==> src/rtl/pipe_mux_n.sv <==
// Registered N-way source mux with a constant slot, illegal-select tracking
// and a 2-entry (head + skid) valid/ready output buffer.
module pipe_mux_n #(
  parameter int          WIDTH     = 32,
  parameter int          N_IN      = 6,
  parameter int          SEL_W     = 3,
  parameter int unsigned CONST_VAL = 227,
  parameter int          ERRCNT_W  = 8
) (
  input  logic                    clk,
  input  logic                    rst_n,
  input  logic [N_IN*WIDTH-1:0]   in_bus,
  input  logic [SEL_W-1:0]        sel,
  input  logic                    in_valid,
  output logic                    in_ready,
  output logic [WIDTH-1:0]        out_data,
  output logic                    out_valid,
  input  logic                    out_ready,
  output logic                    sel_err,
  output logic [ERRCNT_W-1:0]     err_cnt,
  input  logic                    err_clr
);

  localparam logic [WIDTH-1:0] CONST_WORD = WIDTH'(CONST_VAL);

  logic [1:0]       occ_p1;
  logic [WIDTH-1:0] headData_p1;
  logic [WIDTH-1:0] skidData_p1;
  logic [WIDTH-1:0] selData_p0;
  logic             selIllegal_p0;
  logic             accept;
  logic             pop;

  function automatic logic [ERRCNT_W-1:0] satInc(input logic [ERRCNT_W-1:0] v);
    return (&v) ? v : v + 1'b1;
  endfunction

  // Stage 0: source selection, constant slot and illegal-select decode
  always_comb begin
    selData_p0 = CONST_WORD;
    for (int k = 0; k < N_IN; k++) begin
      if (sel == SEL_W'(k)) selData_p0 = in_bus[k*WIDTH +: WIDTH];
    end
  end

  assign selIllegal_p0 = (int'(sel) > N_IN);

  // Handshake depends only on registered occupancy, so out_ready never reaches in_ready
  assign in_ready  = (occ_p1 < 2'd2);
  assign out_valid = (occ_p1 != 2'd0);
  assign out_data  = headData_p1;
  assign accept    = in_valid && in_ready;
  assign pop       = out_valid && out_ready;

  // Stage 1: head/skid buffer
  always_ff @(posedge clk or negedge rst_n) begin
    if (!rst_n) begin
      occ_p1      <= 2'd0;
      headData_p1 <= '0;
      skidData_p1 <= '0;
    end else begin
      unique case (occ_p1)
        2'd0: begin
          if (accept) begin
            headData_p1 <= selData_p0;
            occ_p1      <= 2'd1;
          end
        end
        2'd1: begin
          if (accept && pop) begin
            headData_p1 <= selData_p0;
          end else if (accept) begin
            skidData_p1 <= selData_p0;
            occ_p1      <= 2'd2;
          end else if (pop) begin
            occ_p1      <= 2'd0;
          end
        end
        default: begin
          if (pop) begin
            headData_p1 <= skidData_p1;
            occ_p1      <= 2'd1;
          end
        end
      endcase
    end
  end

  // Error tracking: an accepted illegal select takes priority over a clear
  always_ff @(posedge clk or negedge rst_n) begin
    if (!rst_n) begin
      sel_err <= 1'b0;
      err_cnt <= '0;
    end else if (accept && selIllegal_p0) begin
      sel_err <= 1'b1;
      err_cnt <= err_clr ? ERRCNT_W'(1) : satInc(err_cnt);
    end else if (err_clr) begin
      sel_err <= 1'b0;
      err_cnt <= '0;
    end
  end

endmodule

==> config.mk <==
export PLATFORM = sky130hd
export DESIGN_NAME = pipe_mux_n
export DESIGN_NICKNAME = d
export VERILOG_FILES = /design/src/rtl/pipe_mux_n.sv
export SDC_FILE = /design/constraint.sdc
export NUM_CORES = 1
export LEC_CHECK = 0
export BUFFER_PORTS_ARGS = -buffer_cell sky130_fd_sc_hd__buf_2
export CAP_MARGIN = 15
export CORE_UTILIZATION = 52
export CTS_BUF_LIST = sky130_fd_sc_hd__clkbuf_4
export CTS_CLUSTER_SIZE = 14
export DETAILED_ROUTE_END_ITERATION = 8
export HOLD_SLACK_MARGIN = 0.03
export PLACE_DENSITY = 0.89
export SLEW_MARGIN = 20
export SYNTH_ARGS = -nofsm -noshare
export SYNTH_HDL_FRONTEND = slang
export SYNTH_SLANG_ARGS = --single-unit
export TNS_END_PERCENT = 100
==> constraint.sdc <==
create_clock -name clk -period 5.2 [get_ports clk]
set_clock_uncertainty 0.2 [all_clocks]
set_input_delay 1.3 -clock clk [delete_from_list [all_inputs] [get_ports clk]]
set_output_delay 1.3 -clock clk [all_outputs]
set_load 0.05 [all_outputs]
==> results.sh <==
export IMPL_drv_slew=0
export IMPL_synth_area_leaders="dfrtp_1 (38%), mux2i_1 (17%), nand2_1 (7.0%), o221ai_1 (4.6%), o311ai_0 (4.6%)"
export IMPL_syn_num_nets=728
export IMPL_die_x_um=100
export IMPL_hold_end="skidData_p1[5]"
export IMPL_synth_flop_cell="dfrtp_1"
export IMPL_drtIter0Drc=321
export IMPL_nets=941
export IMPL_synth_simple_area_share_pct=11.1
export IMPL_ys_ff_latch=75
export IMPL_timing_slew_headroom_pct=30.9
export IMPL_design_core_area_um2=9280
export IMPL_synth_warnings=0
export IMPL_synth_xor_area_share_pct=0
export IMPL_io_buffers=242
export IMPL_drv_cap=0
export IMPL_end_kind="flip-flop"
export IMPL_status="finished, final reports clean"
export IMPL_synthAdderAreaFrac_pct=0.250
export IMPL_htree_levels=3
export IMPL_cp_data_arrival_time_ns=3.38
export IMPL_wl_mm=16.1
export IMPL_synth_top_cell_by_area="dfrtp_1"
export IMPL_vias=5256
export IMPL_ir_worst_vdd_mv=0.233
export IMPL_timing_rr_end="skidData_p1[29]"
export IMPL_grt_ovfl_total=0
export IMPL_route_detailed_drc=0
export IMPL_antenna_found_initial=0
export IMPL_viasPerCell=6.01
export IMPL_grt_max_degree=76
export IMPL_grt_pass1_vias=5296
export IMPL_power_density_nw_per_um2=365
export IMPL_ys_seq_area_share_pct=37.5
export IMPL_start_util_pct=53.9
export IMPL_grt_pass1_wl_mm=25.2
export IMPL_cts_root_buf="clkbuf_4"
export IMPL_worstMarginPinSlew_ns=1.04
export IMPL_first_pass_iters=5
export IMPL_rows=35
export IMPL_clk_pin_slew_ns=0.13
export IMPL_max_clock_freq_mhz=302
export IMPL_critPathMaxFanout=36
export IMPL_min_period_over_period_pct=63.6
export IMPL_r2r_slack_ns=3.06
export IMPL_r2r_cells=3
export IMPL_cts_tree="yes"
export IMPL_num_fill_cells=752
export IMPL_setup_viol=0
export IMPL_syn_instance_count=527
export IMPL_hold_viol=0
export IMPL_place_hpwl_mm=11.3
export IMPL_syn_area_per_cell_um2=9.49
export IMPL_die_area_um2=10000
export IMPL_synth_compound_area_share_pct=24.0
export IMPL_crit_start="sel[2]"
export IMPL_ant_nets=0
export IMPL_synth_edf_count=0
export IMPL_setup_tns_ns=0
export IMPL_die_h_um=100
export IMPL_synth_top_cell_area_share_pct=37.5
export IMPL_cts_num_sinks=75
export IMPL_min_delay_start="skidData_p1[5]"
export IMPL_grt_total_usage_pct=32.1
export IMPL_diodes=0
export IMPL_min_path_cells=2
export IMPL_synth_cell_area_um2=5000
export IMPL_hold_class="flip-flop to flip-flop"
export IMPL_leakagePower_nw=3.21
export IMPL_cp_required_ns=5.27
export IMPL_layout_setup_ws_ns=1.89
export IMPL_place_ws_ns=1.45
export IMPL_clk_latency_ns=0.41
export IMPL_yosysUniqueCellTypes=45
export IMPL_rr_startpoint="occ_p1[1]"
export IMPL_ctsLongestPathBuffers=2
export IMPL_worstSetupPathType="input pin to flip-flop"
export IMPL_rsz0062_at_grt="false"
export IMPL_gp_congestion=0.928
export IMPL_cts_resized=0
export IMPL_wl_per_cell_um=18.5
export IMPL_final_common_cell="buf_2"
export IMPL_setup_worst_path_start_class="input pin"
export IMPL_area_growth_pct=27.9
export IMPL_drive_above_1_share_pct=38.4
export IMPL_mostFrequentLayoutCells="buf_2 (240), nand2_1 (92), mux2i_1 (86), dfrtp_1 (75), o21ai_0 (35)"
export IMPL_synth_top_family_by_area="compound AO/OA/AOI/OAI gates"
export IMPL_numCtsBuffers=9
export IMPL_io_pins=243
export IMPL_period_needed_ns=3.31
export IMPL_muxShareOfSynthArea_pct=21.5
export IMPL_postCtsSetupBuffers=0
export IMPL_holdBufCountCts=0
export IMPL_async_flop_share_pct=100
[state kept, by name (all words and copies together) (netlist names)]
register,flops
occ_p1,2
err_cnt,8
sel_err,1
skidData_p1,32
out_data,32
[where the power goes]
part / internal (W) / leakage (nW) / switching [W]
combinational: 0.000307 / 2.17 / 0.000641
sequential: 0.000759 / 0.945 / 0.000123
clock: 0.000291 / 0.104 / 0.000217
[cell type report]
cell class                 instances  area (um2)  area share (%)
clock buffer                       9        67.6            1.06
clock inverter                     7         140            2.19
inverter                           7        26.3           0.411
multi-input combinational        397        2850            44.5
sequential                        75        1880            29.3
tap                              129         161            2.52
timing repair buffer             250        1280            19.9
[logic make-up after synthesis]
kind of cell    count (synthesis)
compound gates                169
simple gates                  128
buf+inv                        55
flops                          75
fa+ha+maj                       1
mux                            99
[worst max-delay path, cell delays in order]
cell	delay (ns)
buf_2	0.08
buf_4	0.39
nand2_1	0.69
o311ai_0	0.72
o221ai_1	0.19
[metrics by stage]
step / utilization, % / hold WS [ns] / total power (W) / cell area (um2) / instances
after floorplan: - / 0.244 / 0.00154 / 5000 / 527
final: 68.9 / 0.300 / 0.00234 / 6400 / 874
after global routing: 68.9 / 0.316 / 0.00245 / 6400 / 874
after CTS: 68.9 / 0.299 / 0.00234 / 6400 / 874
after detailed placement: 66.7 / 0.270 / 0.00183 / 6190 / 858
after global placement: 66.7 / 0.257 / 0.00179 / 6190 / 858
[routing by layer]
metal / vias up / GRT usage, % / share of wire, %
met1: 2503 / 38.6 / 39
met3: 51 / 3.62 / 6.2
met4: 0 / 14.4 / 3.6
li1: 2428 / - / -
met2: 274 / 57.9 / 51
met5: - / 0 / 0
[worst max-delay path by stage]
stage,cells after the start,endpoint,slack [ns]
2_1_floorplan,5,err_cnt[5],2.47
6_report,5,out_data[23],1.89
3_3_place_gp,5,out_data[10],1.60
3_5_place_dp,5,out_data[8],1.45
5_1_grt,5,out_data[12],1.76
4_1_cts,5,out_data[23],1.93
[Yosys cell counts, types with 2 or more instances]
cell type / count
buf_2: 5
o21bai_1: 26
mux4_2: 6
buf_6: 5
o22ai_1: 5
nand2_1: 93
nand3b_1: 2
a22oi_1: 27
inv_1: 6
dfrtp_1: 75
nor2b_1: 3
a21oi_1: 11
mux2i_1: 86
o221ai_1: 26
clkbuf_1: 31
nand3_1: 3
a211oi_1: 2
o21ai_0: 35
nand4_1: 2
o21ai_1: 6
nor2_1: 9
nor3_1: 4
mux2_2: 7
buf_4: 6
o311ai_0: 26
(Power assumes the default switching activity.)
